==> config.mk <==
export PLATFORM = sky130hd
export DESIGN_NAME = branch_resolver_flat
export DESIGN_NICKNAME = d
export VERILOG_FILES = /design/src/rtl/branch_resolver_if.sv /design/src/rtl/branch_resolver.sv /design/src/flat_wrapper.sv
export SDC_FILE = /design/constraint.sdc
export NUM_CORES = 1
export LEC_CHECK = 0
export CORE_MARGIN = 1.5
export CORE_UTILIZATION = 25
export CTS_CLUSTER_SIZE = 24
export DETAILED_ROUTE_END_ITERATION = 8
export GPL_TIMING_DRIVEN = 0
export PLACE_DENSITY = 0.45
export SYNTH_ARGS = -nofsm -noshare
export SYNTH_HDL_FRONTEND = slang
export SYNTH_SLANG_ARGS = --single-unit
==> constraint.sdc <==
create_clock -name clk -period 3.5 [get_ports clk]
set_input_delay 0.35 -clock clk [delete_from_list [all_inputs] [get_ports clk]]
set_output_delay 0.35 -clock clk [all_outputs]
set_load 0.005 [all_outputs]
==> src/rtl/branch_resolver_if.sv <==
// Handshake bundle between fetch, the 2-bit predictor, branch resolution and the resolver.
// DEPTH and CNT_W must match the parameters of the attached branch_resolver.
interface branch_resolver_if #(
    parameter int DEPTH = 4,
    parameter int CNT_W = 16
);
    logic                     br_valid;
    logic                     br_ready;
    logic                     request;
    logic                     prediction;
    logic                     pred_out;
    logic                     pred_out_valid;
    logic                     outcome_valid;
    logic                     outcome_taken;
    logic                     outcome_ready;
    logic                     result;
    logic                     taken;
    logic                     mispredict;
    logic [CNT_W-1:0]         hit_count;
    logic [CNT_W-1:0]         miss_count;
    logic [$clog2(DEPTH):0]   occupancy;

    modport slave (
        input  br_valid, prediction, outcome_valid, outcome_taken,
        output br_ready, request, pred_out, pred_out_valid, outcome_ready,
               result, taken, mispredict, hit_count, miss_count, occupancy
    );

    modport master (
        output br_valid, prediction, outcome_valid, outcome_taken,
        input  br_ready, request, pred_out, pred_out_valid, outcome_ready,
               result, taken, mispredict, hit_count, miss_count, occupancy
    );
endinterface

==> src/rtl/branch_resolver.sv <==
// Tracks in-flight predicted branches in an in-order queue, resolves them against actual
// outcomes, flushes on mispredict and keeps saturating hit/miss statistics.
module branch_resolver #(
    parameter int DEPTH = 4,
    parameter int CNT_W = 16
) (
    input  logic              clk,
    input  logic              rst_n,
    branch_resolver_if.slave  bus
);
    localparam int PTR_W = $clog2(DEPTH);
    localparam int OCC_W = PTR_W + 1;

    logic [PTR_W-1:0] head_ptr;
    logic [PTR_W-1:0] tail_ptr;
    logic [OCC_W-1:0] occ;
    logic             pend_vld_p1;
    logic [PTR_W-1:0] pend_idx_p1;
    logic [DEPTH-1:0] slot_pred;
    logic [DEPTH-1:0] slot_filled;
    logic [CNT_W-1:0] hit_cnt;
    logic [CNT_W-1:0] miss_cnt;
    logic             result_p1;
    logic             taken_p1;
    logic             mispredict_p1;

    logic             oldest_pred;
    logic             consume;
    logic             mismatch_now;
    logic             accept;
    logic             push;

    function automatic logic [CNT_W-1:0] sat_inc(input logic [CNT_W-1:0] v);
        return (&v) ? v : v + CNT_W'(1);
    endfunction

    // p0: combinational resolve; an unfilled oldest slot is the one whose prediction lands now
    assign oldest_pred  = slot_filled[head_ptr] ? slot_pred[head_ptr] : bus.prediction;
    assign consume      = bus.outcome_valid & (occ != '0);
    assign mismatch_now = consume & (bus.outcome_taken != oldest_pred);
    assign accept       = (occ < OCC_W'(DEPTH)) & ~mismatch_now;
    assign push         = bus.br_valid & accept;

    assign bus.br_ready       = accept;
    assign bus.request        = push;
    assign bus.outcome_ready  = (occ != '0);
    assign bus.pred_out_valid = pend_vld_p1 & ~mismatch_now;
    assign bus.pred_out       = pend_vld_p1 & ~mismatch_now & bus.prediction;
    assign bus.result         = result_p1;
    assign bus.taken          = taken_p1;
    assign bus.mispredict     = mispredict_p1;
    assign bus.hit_count      = hit_cnt;
    assign bus.miss_count     = miss_cnt;
    assign bus.occupancy      = occ;

    // p1: queue control, update strobes and statistics
    always_ff @(posedge clk or negedge rst_n) begin
        if (!rst_n) begin
            head_ptr      <= '0;
            tail_ptr      <= '0;
            occ           <= '0;
            pend_vld_p1   <= 1'b0;
            pend_idx_p1   <= '0;
            hit_cnt       <= '0;
            miss_cnt      <= '0;
            result_p1     <= 1'b0;
            taken_p1      <= 1'b0;
            mispredict_p1 <= 1'b0;
        end else begin
            result_p1     <= consume;
            taken_p1      <= consume & bus.outcome_taken;
            mispredict_p1 <= mismatch_now;
            if (mismatch_now) begin
                // Everything younger than the resolved branch is on the wrong path
                miss_cnt    <= sat_inc(miss_cnt);
                head_ptr    <= '0;
                tail_ptr    <= '0;
                occ         <= '0;
                pend_vld_p1 <= 1'b0;
            end else begin
                if (consume) begin
                    hit_cnt  <= sat_inc(hit_cnt);
                    head_ptr <= head_ptr + PTR_W'(1);
                end
                if (push) begin
                    tail_ptr <= tail_ptr + PTR_W'(1);
                end
                pend_vld_p1 <= push;
                pend_idx_p1 <= tail_ptr;
                case ({push, consume})
                    2'b10:   occ <= occ + OCC_W'(1);
                    2'b01:   occ <= occ - OCC_W'(1);
                    default: occ <= occ;
                endcase
            end
        end
    end

    // p1: slot payload; allocation always re-initialises the filled flag
    always_ff @(posedge clk) begin
        if (push) begin
            slot_filled[tail_ptr] <= 1'b0;
        end
        if (pend_vld_p1 && !mismatch_now) begin
            slot_pred[pend_idx_p1]   <= bus.prediction;
            slot_filled[pend_idx_p1] <= 1'b1;
        end
    end
endmodule

==> src/flat_wrapper.sv <==
// flat-port wrapper written by rule: the top's interface ports become plain ports
module branch_resolver_flat 
#(
    parameter int DEPTH = 4,
    parameter int CNT_W = 16
)
  (clk, rst_n, bus_br_valid, bus_prediction, bus_outcome_valid, bus_outcome_taken, bus_br_ready, bus_request, bus_pred_out, bus_pred_out_valid, bus_outcome_ready, bus_result, bus_taken, bus_mispredict, bus_hit_count, bus_miss_count, bus_occupancy);
  branch_resolver_if #(.DEPTH(DEPTH), .CNT_W(CNT_W)) bus_i ();
  input  logic clk;
  input  logic rst_n;
  input wire logic [$bits(bus_i.br_valid)-1:0] bus_br_valid;
  input wire logic [$bits(bus_i.prediction)-1:0] bus_prediction;
  input wire logic [$bits(bus_i.outcome_valid)-1:0] bus_outcome_valid;
  input wire logic [$bits(bus_i.outcome_taken)-1:0] bus_outcome_taken;
  output wire logic [$bits(bus_i.br_ready)-1:0] bus_br_ready;
  output wire logic [$bits(bus_i.request)-1:0] bus_request;
  output wire logic [$bits(bus_i.pred_out)-1:0] bus_pred_out;
  output wire logic [$bits(bus_i.pred_out_valid)-1:0] bus_pred_out_valid;
  output wire logic [$bits(bus_i.outcome_ready)-1:0] bus_outcome_ready;
  output wire logic [$bits(bus_i.result)-1:0] bus_result;
  output wire logic [$bits(bus_i.taken)-1:0] bus_taken;
  output wire logic [$bits(bus_i.mispredict)-1:0] bus_mispredict;
  output wire logic [$bits(bus_i.hit_count)-1:0] bus_hit_count;
  output wire logic [$bits(bus_i.miss_count)-1:0] bus_miss_count;
  output wire logic [$bits(bus_i.occupancy)-1:0] bus_occupancy;
  assign bus_i.br_valid = bus_br_valid;
  assign bus_i.prediction = bus_prediction;
  assign bus_i.outcome_valid = bus_outcome_valid;
  assign bus_i.outcome_taken = bus_outcome_taken;
  assign bus_br_ready = bus_i.br_ready;
  assign bus_request = bus_i.request;
  assign bus_pred_out = bus_i.pred_out;
  assign bus_pred_out_valid = bus_i.pred_out_valid;
  assign bus_outcome_ready = bus_i.outcome_ready;
  assign bus_result = bus_i.result;
  assign bus_taken = bus_i.taken;
  assign bus_mispredict = bus_i.mispredict;
  assign bus_hit_count = bus_i.hit_count;
  assign bus_miss_count = bus_i.miss_count;
  assign bus_occupancy = bus_i.occupancy;
  branch_resolver #(.DEPTH(DEPTH), .CNT_W(CNT_W)) u_core (.clk(clk), .rst_n(rst_n), .bus(bus_i));
endmodule
==> metrics <==
syn_area_per_cell=roughly 11 um^2; total CTS buffers=5; global-route wire length before repair=10300 um; Final #Nets=~310; CTS Buffer Depth=2; ys flop type=dfrtp_1; Worst R2R Path Depth=10; total I/O pin count=49; final-report hold violation count=0; area of placed instances=0.00324 mm^2; Yosys top cell area share=0.436; CP endpoint kind=primary output; share of layout cells above drive strength 1=0.0800; Post-synth EDFFs=4; Worst slew margin=0.521; post-DP HPWL=about 4300 um; period utilisation layout=0.959; ANT cells=0; total power=roughly 2.3 mW; largest net degree at the start of global routing=38; LEAKAGE=around 1.4 nW; Yosys top cell by area=dfrtp_1; DRT iter0 DRCs=61; row count=36; crit-path max FO=9; Final Max Slew Viols=0; CTS H-tree lvls=2; final setup vio count=0; vias in the first global route=1948; Min-Delay Path Class=in2async; # port buffers=48; initial core utilization=0.260; initial antenna violation count=0; post-synthesis register bit count=53; drt first pass iters=4; GPL Wtd Cong=between 0.7 and 0.8; power density over the cells=683 mW/mm^2; # clock sinks=53; Antenna Nets Post-Route=0; Util after Layout=0.343; worst r2r src=u_core.head_ptr[0]; CTS Root Cell=clkbuf_8; top cells by count, synth=dfrtp_1 (45), xnor2_1 (25), nand2_1 (22); area of the mapped netlist=about 0.0026 mm^2; status=completed; syn_nets=256; die area=around 0.011 mm^2; all-layer global routing usage=0.117; clock slew at reported path FFs=about 0.10 ns; Vias=1962; fmax=a little under 300 MHz; Hold WS=roughly 0.43 ns; Synth area leaders=dfrtp_1 (44%), xnor2_1 (8.5%), edfxtp_1 (4.7%); Seq/Total Area, Yosys=0.514; Residual DRC=0; top-count cell post-synth=dfrtp_1; worst-skew pair later-pin latency=0.31 ns; maxcap violations=0; routed length per instance=between 10 and 15 um; synth warn=0; post-layout instance area=around 0.0034 mm^2; CP required=approximately 3.2 ns; Syn Inst Count=roughly 240; peak supply drop=roughly 0.23 mV; fin crit period=3.36 ns; final WL=around 6100 um; register-to-register setup slack=about 0.28 ns; drt via density=around 4.5; r2r endpoint=u_core.bus.occupancy[2]; Die Ht=~100 um; fill cell count=approximately 1100; total grt overflow=0; TritonCTS clock tree=yes; Worst Skew=0.00883 ns; P&R area growth vs syn=31.9%; crit path launch type=register; RSZ-0062 raised after global routing=true; Worst Tran Pin Value=between 0.7 and 0.8 ns; core footprint=about 0.01 mm^2; die extent in x=between 100 and 150 um; asr flop ratio synth=0.849; critical path type=reg2out; Distinct cells, synth=38; crit path DAT=between 3 and 4 ns
-- worst max-delay path, stage by stage (launching register included) --
cell and delay (ns):
dfrtp_1 0.47, mux4_2 0.57, mux2i_4 0.25, xor2_2 0.43, o21ai_1 0.25, inv_1 0.12, and2_1 0.12, clkdlybuf4s50_1 0.49
-- cells in the final DEF, fill, tap and decap left out, drive strengths merged, types with 2 or more instances in the layout --
cell type	Yosys	final
edfxtp	4	4
nor2	16	16
inv	7	7
nor3	6	6
and2	3	3
mux2i	2	2
xor2	9	9
and3	9	9
mux4	2	2
nand3	20	20
clkbuf	2	9
dfxtp	4	4
clkdlybuf4s50	0	47
o31ai	3	3
nand4	9	9
and4	6	6
nor4	3	3
xnor2	25	25
or3	2	2
a21oi	4	4
nand2	22	22
mux2	5	5
ha	7	7
dfrtp	45	45
a31oi	3	3
o21ai	12	12
buf	4	5
-- timing repair --
item | in CTS | in global routing
endpoints found under the setup margin | 5 | 2
resized for setup | 3 | 2
endpoints found under the hold margin | 8 | 0
hold buffers | 1 | 0
setup buffers | 0 | 0
-- worst max path at each step --
stage | from | endpoint | cells after the start
floorplan | u_core.head_ptr[0] | u_core.bus.occupancy[2] | 10
global placement | u_core.bus.occupancy[2] | bus_br_ready | 7
detailed placement | u_core.bus.occupancy[2] | bus_br_ready | 7
CTS | u_core.bus.occupancy[2] | bus_br_ready | 7
global route | u_core.head_ptr[0] | bus_pred_out | 7
finish | u_core.head_ptr[0] | bus_pred_out | 7
-- where the power goes --
part           switching (mW)  total, mW  internal (mW)
Combinational           0.435      0.897          0.462
Clock                   0.206      0.462          0.256
Sequential              0.192      0.967          0.775
Total                   0.833       2.33           1.49
-- metal layers --
layer	track usage	vias up	share of wire
met5	0	-	0
met4	0.0372	0	0.014
met3	0.0318	5	0.031
met2	0.179	26	0.45
met1	0.162	963	0.50
li1	-	968	-
-- final cells by class --
type	count	area, um^2	area share
Multi-Input combinational cell	176	1220	0.360
Inverter	7	26.3	0.00772
Clock buffer	6	93.8	0.0276
Tap cell	133	166	0.0489
Clock inverter	2	35.0	0.0103
Timing Repair Buffer	50	505	0.149
Sequential cell	53	1330	0.390
Buffer	6	25.0	0.00735
-- flip-flops by register name, indices dropped and copies added (netlist names), 2 cells and up --
name / flops
u_core.tail_ptr: 2
u_core.slot_filled: 4
u_core.bus.miss_count: 16
u_core.head_ptr: 2
u_core.bus.hit_count: 16
u_core.pend_idx_p1: 2
u_core.slot_pred: 4
u_core.bus.occupancy: 3
-- through the flow --
| step | TNS (ns) | setup slack, ns | cells |
|---|---|---|---|
| detailed placement | -0.113 | -0.0790 | 424 |
| global placement | -0.151 | -0.122 | 423 |
| finish | 0 | 0.142 | 433 |
| CTS | 0 | 0.0634 | 433 |
| floorplan | 0 | 0.564 | 242 |
| global route | -0.0639 | -0.0639 | 433 |
-- cell families after synthesis --
family	share of synthesized area
AND/OR/NAND/NOR	0.207
AO/OA/AOI/OAI	0.0504
XOR/XNOR	0.115
buffers and inverters	0.0194
adder cells (fa/ha/maj)	0.0417
multiplexers	0.0519
flip-flops	0.514
Power figures use the tool's default switching activity.
==> edit (config.mk and constraints unchanged) <==
`CNT_W` is set to 16 in 3 places; all go to 32.
--- a/src/rtl/branch_resolver_if.sv
+++ b/src/rtl/branch_resolver_if.sv
@@ -3,5 +3,5 @@
 interface branch_resolver_if #(
     parameter int DEPTH = 4,
-    parameter int CNT_W = 16
+    parameter int CNT_W = 32
 );
     logic                     br_valid;
--- a/src/rtl/branch_resolver.sv
+++ b/src/rtl/branch_resolver.sv
@@ -3,5 +3,5 @@
 module branch_resolver #(
     parameter int DEPTH = 4,
-    parameter int CNT_W = 16
+    parameter int CNT_W = 32
 ) (
     input  logic              clk,
--- a/src/flat_wrapper.sv
+++ b/src/flat_wrapper.sv
@@ -3,5 +3,5 @@
 #(
     parameter int DEPTH = 4,
-    parameter int CNT_W = 16
+    parameter int CNT_W = 32
 )
   (clk, rst_n, bus_br_valid, bus_prediction, bus_outcome_valid, bus_outcome_taken, bus_br_ready, bus_request, bus_pred_out, bus_pred_out_valid, bus_outcome_ready, bus_result, bus_taken, bus_mispredict, bus_hit_count, bus_miss_count, bus_occupancy);
Interface: changed (resized bus_hit_count and bus_miss_count); port bits go from 49 to 81. No check against the original RTL was run, so the function may have changed too.
==> edit against the unedited design <==
Worst setup slack improved by 0.028 ns. Non-clock buffer count rose by 41. Sequential cell count increased by 32. Clock power is 93% higher. Wire length increased by 76%. Total power is 43% higher. Synthesized area up 66%. Design area up 67%. Critical path type unchanged. Largest power group unchanged.
==> edit: results (changes against the unedited design) <==
[grt]
grt_max_degree = 48  ; +26%
grt_util_met2_pct = 20.4  ; +2.6 points
grtUsageTotal_pct = 12.8  ; +1.1 points
grt_pass1_vias = 3423  ; +76%
grt_use_met3_pct = 3.21  ; +0.031 points
met1_usage_pct = 17.3  ; +1.1 points
grt_pass1_wl_um = 18200  ; +76%

[route]
vias = 3318  ; +69%
drtIter0Drc = 148  ; +140%
wirelength_um = 10700  ; +76%
vias_per_cell = 4.57  ; +0.86%

[clock_network]
cts-root-buf = clkbuf_16
clk_pin_slew_ns = 0.06  ; -0.04 ns
cts_setup_buffers = 1  ; +1
numCtsBuffers = 9  ; +4
ctsResizeCount = 0  ; -3
cts_htree_levels = 3  ; +1

[final_layout]
fillers = 1687  ; +59%
drive_gt1_share_pct = 9.68  ; +1.7 points
final_nets = 515  ; +65%

[pwr]
vdd_ir_drop_max_v = 0.000241  ; +3.1%
power.leakage_uw = 0.00247  ; +78%

[synth]
synth.top_cells.by_count = 77 x dfrtp_1, 43 x xor2_1, 32 x nand2_1, 32 x nand3_1, 29 x nor2_1
synth_xor_area_share_pct = 13.7  ; +2.1 points
synth_nets = 421  ; +64%
synth_cell_type_count = 46  ; +21%
ys_top_cells_by_area = dfrtp_1 45%, xor2_1 8.8%, xnor2_1 4.5%
synthAdderAreaFrac_pct = 2.51  ; -1.7 points
synthCells = 407  ; +68%
ys_seq_area_share_pct = 49.7  ; -1.7 points
async_flop_share_pct = 90.6  ; +5.7 points
synth_compound_area_share_pct = 3.01  ; -2.0 points
synth.area.mux_share_pct = 2.10  ; -3.1 points

[place]
pre_cts_slack_ns = -0.0190  ; +0.0600 ns
io_buffers = 80  ; +67%
dp_cells = 708  ; +67%
placed_area_um2 = 5380  ; +66%
gp_congestion = 0.782  ; +3.5%
dp_hpwl_um = 7800  ; +80%

[worst_setup_path]
r2r_slack_ns = 0.23  ; -0.05 ns
crit_arrival_ns = 2.98  ; -0.03 ns
cp_max_fo = 10  ; +1

[timing]
slew_headroom_pct = 54.2  ; +2.1 points
skew_ns = 0.00530  ; -0.00352 ns

[run_status]
status = complete, no violations

[worst_hold_path]
hold_path_class = reg2reg

[edit: power breakdown]
| group | switching (uW) | internal [uW] | total (uW) |
|---|---|---|---|
| logic | 544 | 536 | 1080 |
| registers | 195 | 1150 | 1340 |
| clock network | 371 | 520 | 892 |
| total | 1110 | 2200 | 3310 |
[edit: path summary, 6_finish.rpt]
path	from	to	depth (start not counted)
worst max-delay path	u_core.head_ptr[0]$_DFFE_PN0P_	bus_br_ready	10
worst min-delay path	u_core.bus.hit_count[23]$_DFFE_PN0P_	u_core.bus.hit_count[23]$_DFFE_PN0P_	1
min in group asynchronous	rst_n	u_core.bus.hit_count[15]$_DFFE_PN0P_	2
worst max register to register	u_core.head_ptr[0]$_DFFE_PN0P_	u_core.bus.occupancy[2]$_DFFE_PN0P_	14
worst min register to register	u_core.bus.hit_count[23]$_DFFE_PN0P_	u_core.bus.hit_count[23]$_DFFE_PN0P_	1
max in group asynchronous	rst_n	u_core.pend_idx_p1[0]$_DFFE_PN0N_	3
[edit: per-stage QoR]
| step | power (uW) | hold WS (ns) | setup TNS, ns | utilization, % |
|---|---|---|---|---|
| 2_1_floorplan | 1970 | 0.0544 | 0 | - |
| 3_3_place_gp | 2420 | 0.470 | -72.11 | 32.2 |
| 3_5_place_dp | 2430 | 0.330 | -0.0190 | 32.3 |
| 4_1_cts | 3360 | 0.493 | 0 | 34.1 |
| 5_1_grt | 3560 | 0.521 | -0.00613 | 34.1 |
| 6_report | 3310 | 0.483 | 0 | 34.1 |
[edit: kinds of logic (layout without fill, tap and decap cells)]
family	count (synthesis)	in the layout
and+or+nand+nor	195	195
DFF	85	85
xor gates and xnor gates	66	66
buffers and inverters	27	126
AOI/OAI and AO/OA	19	19
adders and majority gates	8	8
muxes	7	7
[edit: layer usage]
| layer | vias to the layer above | share of wire, % | routed length, um |
|---|---|---|---|
| met5 | - | 0 | 0 |
| met4 | 0 | 1.1 | 121 |
| met3 | 8 | 4.1 | 433 |
| met2 | 65 | 47 | 4980 |
| met1 | 1623 | 48 | 5150 |
| li1 | 1622 | - | - |
[edit: cell type report]
cell class | count | area, um2 | share of cell area [%]
inverters | 13 | 48.8 | 0.859
clock buffers | 15 | 268 | 4.71
flip-flops and latches | 85 | 2130 | 37.4
clock inverters | 1 | 5.00 | 0.0881
well taps | 220 | 275 | 4.84
plain buffers | 14 | 86.3 | 1.52
multi-input cells | 295 | 2030 | 35.7
repair buffers | 83 | 843 | 14.8
[edit: worst max-delay path: stages (launching register included)]
cell and delay, ns:
dfrtp_1 0.32, buf_4 0.15, mux4_2 0.50, nor2b_2 0.21
nor3_4 0.08, mux2i_2 0.25, inv_1 0.11, buf_2 0.21
buf_2 0.21, nor2_1 0.10, clkdlybuf4s50_1 0.50
